$ cat config.mk
export PLATFORM = sky130hd
export DESIGN_NAME = seg7_scan_driver
export DESIGN_NICKNAME = d
export VERILOG_FILES = /design/src/rtl/seg7_scan_driver.sv
export SDC_FILE = /design/constraint.sdc
export NUM_CORES = 1
export LEC_CHECK = 0
export ABC_AREA = 0
export CAP_MARGIN = 0
export CORE_MARGIN = 2
export CORE_UTILIZATION = 30
export DETAILED_ROUTE_END_ITERATION = 7
export DONT_BUFFER_PORTS = 1
export PLACE_DENSITY_LB_ADDON = 0.3
export SLEW_MARGIN = 0
export SYNTH_ARGS = -nofsm -noshare
export SYNTH_HDL_FRONTEND = slang
export SYNTH_SLANG_ARGS = --single-unit
$ cat constraint.sdc
create_clock -name clk -period 1.9 [get_ports clk]
set_input_delay 0.38 -clock clk [delete_from_list [all_inputs] [get_ports clk]]
set_output_delay 0.38 -clock clk [all_outputs]
set_load 0.1 [all_outputs]
$ cat src/rtl/seg7_scan_driver.sv
// Six-digit common-anode 7-seg scanner for the BCD time-of-day counter.
// Optional colon blink on the slot 2/4 decimal points: define SEG7_COLON_BLINK_EN.
module seg7_scan_driver #(
    parameter int REFRESH_DIV = 100000,
    parameter int BLANK_CYC   = 1000
) (
    input  logic       clk,
    input  logic       rst_n,
    input  logic [3:0] sec_1s,
    input  logic [3:0] sec_10s,
    input  logic [3:0] min_1s,
    input  logic [3:0] min_10s,
    input  logic [3:0] hr_1s,
    input  logic [3:0] hr_10s,
    input  logic       blank_lead,
    output logic [5:0] an_n,
    output logic [6:0] seg_n,
    output logic       dp_n
);

    localparam int CW = (REFRESH_DIV > 2) ? $clog2(REFRESH_DIV) : 1;
    localparam logic [CW-1:0] CNT_LAST  = CW'(REFRESH_DIV - 1);
    localparam logic [CW-1:0] BLANK_END = CW'(BLANK_CYC);

    logic [CW-1:0] cnt;
    logic [2:0]    idx;
    logic [23:0]   snap;
    logic          wrap;
    logic          frame_end;

    assign wrap      = (cnt == CNT_LAST);
    assign frame_end = wrap && (idx == 3'd5);

    always_ff @(posedge clk or negedge rst_n) begin
        if (!rst_n) begin
            cnt <= '0;
        end else if (wrap) begin
            cnt <= '0;
        end else begin
            cnt <= cnt + CW'(1);
        end
    end

    always_ff @(posedge clk or negedge rst_n) begin
        if (!rst_n) begin
            idx <= 3'd0;
        end else if (frame_end) begin
            idx <= 3'd0;
        end else if (wrap) begin
            idx <= idx + 3'd1;
        end
    end

    // One capture per frame keeps a frame from mixing old and new time.
    always_ff @(posedge clk or negedge rst_n) begin
        if (!rst_n) begin
            snap <= '0;
        end else if (frame_end) begin
            snap <= {hr_10s, hr_1s, min_10s, min_1s, sec_10s, sec_1s};
        end
    end

    logic [3:0] digit;

    always_comb begin
        digit = 4'd0;
        case (idx)
            3'd0:    digit = snap[3:0];
            3'd1:    digit = snap[7:4];
            3'd2:    digit = snap[11:8];
            3'd3:    digit = snap[15:12];
            3'd4:    digit = snap[19:16];
            3'd5:    digit = snap[23:20];
            default: digit = 4'd0;
        endcase
    end

    function automatic logic [6:0] seg_decode(input logic [3:0] d);
        logic [6:0] s;
        case (d)
            4'd0:    s = 7'b1000000;
            4'd1:    s = 7'b1111001;
            4'd2:    s = 7'b0100100;
            4'd3:    s = 7'b0110000;
            4'd4:    s = 7'b0011001;
            4'd5:    s = 7'b0010010;
            4'd6:    s = 7'b0000010;
            4'd7:    s = 7'b1111000;
            4'd8:    s = 7'b0000000;
            4'd9:    s = 7'b0010000;
            default: s = 7'b0111111;
        endcase
        return s;
    endfunction

    logic       lit;
    logic       lead_off;
    logic [5:0] an_d;
    logic [6:0] seg_d;

    assign lit      = (cnt >= BLANK_END);
    assign lead_off = (idx == 3'd5) && blank_lead && (snap[23:20] == 4'd0);

    always_comb begin
        an_d  = 6'b111111;
        seg_d = 7'b1111111;
        if (lit && !lead_off) begin
            an_d  = ~(6'b000001 << idx);
            seg_d = seg_decode(digit);
        end
    end

    always_ff @(posedge clk or negedge rst_n) begin
        if (!rst_n) begin
            an_n  <= 6'b111111;
            seg_n <= 7'b1111111;
        end else begin
            an_n  <= an_d;
            seg_n <= seg_d;
        end
    end

`ifdef SEG7_COLON_BLINK_EN
    // Even seconds light the points between hh:mm:ss -> 0.5 Hz blink.
    logic dp_d;

    assign dp_d = !(lit && ((idx == 3'd2) || (idx == 3'd4)) && !snap[0]);

    always_ff @(posedge clk or negedge rst_n) begin
        if (!rst_n) begin
            dp_n <= 1'b1;
        end else begin
            dp_n <= dp_d;
        end
    end
`else
    assign dp_n = 1'b1;
`endif

endmodule

======== After elaboration in Yosys (flattened, before gate mapping) ========
Memories as Yosys holds them, arrays and structs flattened.
Cells that the tools add are included.
cells by class
  muxes and demuxes ....................... 6
  add/sub/neg operators ................... 2
  reductions and logical operators ........ 8
  shift-type cells ........................ 1
  bitwise gates (word level) .............. 1
  magnitude comparators ................... 1
  equal/unequal tests ..................... 6
operators with widths
  kind                                                                  number
  one-hot mux 4 bit (6 select lines)                                    1
  adder 17 x 1 -> 17 bit (second input constant)                        1
  equality test 17 bit (second input constant)                          1
  greater-or-equal comparator 17 x 10 -> 1 bit (second input constant)  1
  two-way mux 17 bit                                                    1
  two-way mux 7 bit                                                     1
  equality test 3 x 2 -> 1 bit (second input constant)                  2
  equality test 3 bit (second input constant)                           2
  two-way mux 3 bit                                                     2
  two-way mux 6 bit                                                     1
  NOT 6 bit                                                             1
  << shifter 1 x 3 -> 6 bit (first input constant)                      1
  logical AND 1 bit                                                     4
  logical NOT 4 bit                                                     1
  adder 3 x 1 -> 3 bit (second input constant)                          1
  equality test 3 x 1 -> 1 bit (second input constant)                  1
  logical NOT 3 bit                                                     1
  nonzero test 2 bit                                                    1
  logical NOT 1 bit                                                     1
word-level totals
  memories ................................ 1
  logic and storage cells ................. 31
  bits of input ports ..................... 27
  bits in registers ....................... 57
  ROM bits ................................ 112
memory list
  memory            words  width  rd ports  clocked after Yosys merged registers in  write ports  RTL line  text
  (name not given)  16     7      1         0                                        0            80        case (d)

======== Logic depth before layout (Yosys ltp) ========
  depth in word-level cells ............... 6
  mapped depth ............................ 10
  depth with buffers taken out ............ 9

======== Worst setup path after synthesis ========
No wires, ideal clock.
  path type ............................... reg-to-reg
  start ................................... reg cnt[0]
  end ..................................... reg snap[10]
  required time ........................... 1775 ps
  period minus slack after synthesis ...... 1978 ps
  stages on the path, launching flop included .. 8
  slack ................................... -78 ps
  data arrival time ....................... 1853 ps
  path through ............................ dfrtp_1 -> ha_1 -> and4_1 -> buf_2 -> nand3_1 -> nor3_4 -> buf_6 -> mux2_2
between the ends
  cells in the longest elaborated chain, start to end .. 2
RTL lines
  element                   RTL line  text
  start: declaration        25        logic [CW-1:0] cnt;
  start signal: assignment  40        cnt <= cnt + CW'(1);
  equality test 17 bit      31        assign wrap = (cnt == CNT_LAST);
  logical AND 1 bit         32        assign frame_end = wrap && (idx == 3'd5);
  end signal: assignment    59        snap <= {hr_10s, hr_1s, min_10s, min_1s, sec_10s, sec_1s};
  end: declaration          27        logic [23:0] snap;
Every way passes these cells.
A chain may end at the register's enable or synchronous reset.

======== Worst setup path in the final report ========
  start ................................... reg idx[1]
  end ..................................... reg seg_n[4]
between the ends
  cells in the longest elaborated chain, start to end .. 6
RTL lines
  element                                                      RTL line  text
  start: declaration                                           26        logic [2:0] idx;
  start signal: assignment                                     50        idx <= idx + 3'd1;
  branches (longest 5 deep; another with memory (16 x 7 bit))  --
  two-way mux 7 bit *                                          107       if (lit && !lead_off) begin
  named net seg_d[4]                                           99        logic [6:0] seg_d;
  end signal: assignment                                       119       seg_n <= seg_d;
  end: declaration                                             17        output logic [6:0] seg_n,
Mark *: on every way through the listed nets, which the timed path passes.

==> metrics list <==
- Gate power share: 1.8%
- From bottom edge to top edge, the die measures 99.62 um.
* Total via count in the routed design: 1818
- The first global-routing pass estimated 9680 um of wire.
- Synth top area share: 40.15%
* Horiz. Die Dim: 99.62 um
- Switching power total: 517.9 uW
* Number of pins exceeding their max-slew limit in the final report: 0
- Across the run, the number of max-cap violations was 0.
- Final HPWL from detailed placement: 4147 um
- Cells with a size suffix above 1 make up 45.52% of the layout.
* Number of antenna diodes: 0
- Violated checks: setup timing
* Post-Syn Area: 0.002743 mm^2
- Synthesis instantiated 42 different standard cells from the library.
- Setup violations remaining at the end of the flow were counted as 4.
- Max Fclk: 520.1 MHz
- Net switching is 21.83% of the power.
* Synthesized instance count: 224
- Standard-cell rows: 34
* Proportion of power drawn by flip-flops and latches: 51.2%
- Setup slack on the critical path of the routed design comes to -0.02274 ns.
- Sort of element at the end of the critical path: flip-flop
- Averaged over all synthesized cells, the footprint is 12.24 um^2.
* Routed vias/inst: 4.835
* Number of search-and-repair iterations in the first detailed-routing pass: 5
- Synthesized netlist net count: 263
- The clock passes through at most 2 buffers.
* Power density of the placed cells: 684.5 mW/mm^2
- Cell types with the highest counts after synthesis: 44 x sky130_fd_sc_hd__dfrtp_1, 30 x sky130_fd_sc_hd__mux2_2, 15 x sky130_fd_sc_hd__nand3_1
* Finished Core Util: 39.36%
- The worst hold path belongs to the class primary input to flip-flop.
- Counting flops and latches in the post-synthesis netlist gives 57.
- The count of buffers added on input and output ports is 0.
* CTS Root Buffer Type: sky130_fd_sc_hd__clkbuf_8
- Final-layout fill cell count: 827
- In this run the worst path has a maximum fanout of 4.
* Sum of overflow across all layers after global routing: 0
* Die area: 0.009923 mm^2
- Setup repair after global routing missed its margin: yes
- Count of boundary I/O pins: 41
- Clock-pin slew was measured on the worst setup and hold paths at 0.07 ns.
- Overall Global Routing Usage: 12.82%
- STA puts the critical path data required time at 2.17 ns.
- Hold timing on the final database bottoms out at a slack of 0.1775 ns.
* H-tree Lvls: 3
- Flip-flop and latch area: 0.001444 mm^2
* Biggest area consumer among synthesized cells: sky130_fd_sc_hd__dfrtp_1
- CTS saw 57 sinks.
- After synthesis, the cell types taking the most area are sky130_fd_sc_hd__dfrtp_1 40%, sky130_fd_sc_hd__dfstp_2 12%, sky130_fd_sc_hd__mux2_2 12%.
- Final period utilization: 101.2%
* Starting density of the core: 31.15%
- Prior to clock tree synthesis, the placed netlist has a worst setup slack of -0.1968 ns.
* Number of hold-slack violations in the final timing report: 0
- Type of origin of the critical path: flip-flop
- In the final routed layout, each cell accounts on average for 15.58 um.
* Max Clock Skew: 0.01256 ns
- Power Internal: 1854 uW
* Worst Setup Path Type: flip-flop to flip-flop
- Count of flip-flops with a built-in enable after synthesis: 0
* Layout net count: 302
- Across the VDD grid, the largest voltage drop is 409.2 uV.
- Synth Warn #: 0
- For this run, asynchronously set or reset flops after synthesis account for 100.0%.
* Total Power Consumption: 2372 uW
- Clock power frac: 47.0%
- Leading cell type by number of instances after synthesis: sky130_fd_sc_hd__dfrtp_1
- For this run, the register share of the synthesized area comes to 52.60%.
- Initial antenna violation count: 0
- The analysis attributes to cell leakage a power of 0.001606 uW.
- The final layout contains routed wiring with a total length of 5858 um.
- TritonCTS built the clock tree.
* Post-layout minimum cycle time: 1.923 ns
- In the routed design, unresolved DRC markers number 0.
* Count of antenna-violating nets left after detailed routing: 0
* Insertion delay to the later sink of the worst-skew pair: 0.35 ns
- Critical Path AT: 2.20 ns
- Main flop type after synthesis: sky130_fd_sc_hd__dfrtp_1
- Number of clock buffers inserted by TritonCTS: 9
- Pin count of the biggest net entering global routing: 58
- The via count of the first global-routing pass was 1910.
* Result of the run: finished, violations left
* # placed instances: 355
- The detailed router finished its first iteration with 86 violations.
- Area of the placeable core: 0.008806 mm^2
- Gpl congestion: 0.7570
* Area grow syn2layout: 26.37%
* Non-filler cells, final: 376
- Area of the multi-input gates: 0.001334 mm^2
[layout make-up]
| type | count | share of cell area, % |
|---|---|---|
| clock buffers | 10 | 3.971 |
| clock inverters | 6 | 1.661 |
| inverters | 8 | 0.8664 |
| multi-input cells | 150 | 38.48 |
| flip-flops and latches | 57 | 41.66 |
| well taps | 108 | 3.899 |
| repair buffers | 37 | 9.458 |
[state kept, by name (all words and copies together) (netlist names)]
name / flops
an_n: 6
cnt: 17
idx: 3
seg_n: 7
snap: 24
[power groups by stage]
stage / combinational [uW] / sequential, uW / clock, uW
after global routing: 48.0 / 1210 / 1210
final: 41.9 / 1220 / 1120
after global placement: 10.3 / 1240 / 0
after floorplan: 11.5 / 1240 / 0
after detailed placement: 10.2 / 1240 / 0
after CTS: 44.1 / 1210 / 1160
[worst max-delay path, stage by stage, from the launching register on]
cell	delay (ns)
sky130_fd_sc_hd__dfrtp_1	0.41
sky130_fd_sc_hd__ha_2	0.21
sky130_fd_sc_hd__ha_4	0.18
sky130_fd_sc_hd__a22o_1	0.22
sky130_fd_sc_hd__a221oi_2	0.21
sky130_fd_sc_hd__buf_4	0.19
sky130_fd_sc_hd__mux2_4	0.31
sky130_fd_sc_hd__a21oi_2	0.12
[routing by layer]
| layer | vias up | share of wire, % | global-route usage (%) |
|---|---|---|---|
| li1 | 869 | - | - |
| met1 | 881 | 45 | 16.51 |
| met2 | 56 | 46 | 18.50 |
| met3 | 12 | 6.7 | 5.130 |
| met4 | 0 | 2.6 | 6.744 |
| met5 | - | 0 | 0 |
[what timing repair did]
item,in CTS,in global routing
resized for setup,16,21
gates cloned,0,0
hold buffers,2,0
endpoints found under the setup margin,25,33
pin swaps,5,4
setup buffers,2,1
hold endpoints to repair,57,0
[path summary, 6_finish.rpt]
check	slack, ns	cells past startpoint	end	start
min in group asynchronous	0.57	2	cnt[12]	rst_n
min	0.18	1	snap[11]	min_1s[3]
max	-0.02	7	seg_n[4]	idx[1]
max in group asynchronous	1.04	2	seg_n[1]	rst_n
min reg2reg	0.50	1	snap[1]	snap[1]
max reg2reg	-0.02	7	seg_n[4]	idx[1]
[cells in the final DEF (no fill, tap or decap), types with 2 or more instances in the layout]
master / count
sky130_fd_sc_hd__and4_1: 4
sky130_fd_sc_hd__xnor2_1: 8
sky130_fd_sc_hd__a21oi_1: 4
sky130_fd_sc_hd__mux2_4: 13
sky130_fd_sc_hd__mux2_2: 18
sky130_fd_sc_hd__buf_6: 4
sky130_fd_sc_hd__ha_2: 5
sky130_fd_sc_hd__inv_2: 2
sky130_fd_sc_hd__buf_4: 30
sky130_fd_sc_hd__a31oi_1: 2
sky130_fd_sc_hd__nand4_1: 2
sky130_fd_sc_hd__clkbuf_8: 10
sky130_fd_sc_hd__mux2i_1: 4
sky130_fd_sc_hd__inv_1: 6
sky130_fd_sc_hd__dfrtp_1: 43
sky130_fd_sc_hd__o21ai_0: 5
sky130_fd_sc_hd__nand3_2: 2
sky130_fd_sc_hd__ha_1: 6
sky130_fd_sc_hd__nand2_1: 12
sky130_fd_sc_hd__o21ai_1: 2
sky130_fd_sc_hd__and3_1: 3
sky130_fd_sc_hd__dfstp_2: 13
sky130_fd_sc_hd__nor3_1: 2
sky130_fd_sc_hd__nor2_1: 12
sky130_fd_sc_hd__xor2_1: 5
sky130_fd_sc_hd__nand3_1: 13
sky130_fd_sc_hd__and2_1: 2
sky130_fd_sc_hd__clkinv_2: 4
sky130_fd_sc_hd__a22oi_2: 4
sky130_fd_sc_hd__a21oi_2: 2
[cell families after synthesis]
| group | count (synthesis) | synth area share [%] |
|---|---|---|
| compound gates | 27 | 7.162 |
| fa+ha+maj | 12 | 5.474 |
| other cells | 1 | 0.1367 |
| mux | 35 | 14.32 |
| xor+xnor | 13 | 4.151 |
| flops | 57 | 52.60 |
| buf+inv | 17 | 3.467 |
| simple gates | 62 | 12.68 |
[through the flow]
stage          cell area, um^2   TNS, ns
4_1_cts                   3374  -0.04859
2_1_floorplan             2758         0
3_5_place_dp              3077   -0.8162
5_1_grt                   3466    -1.880
6_report                  3466  -0.04708
3_3_place_gp              3077   -0.9271
Power figures use the tool's default switching activity.
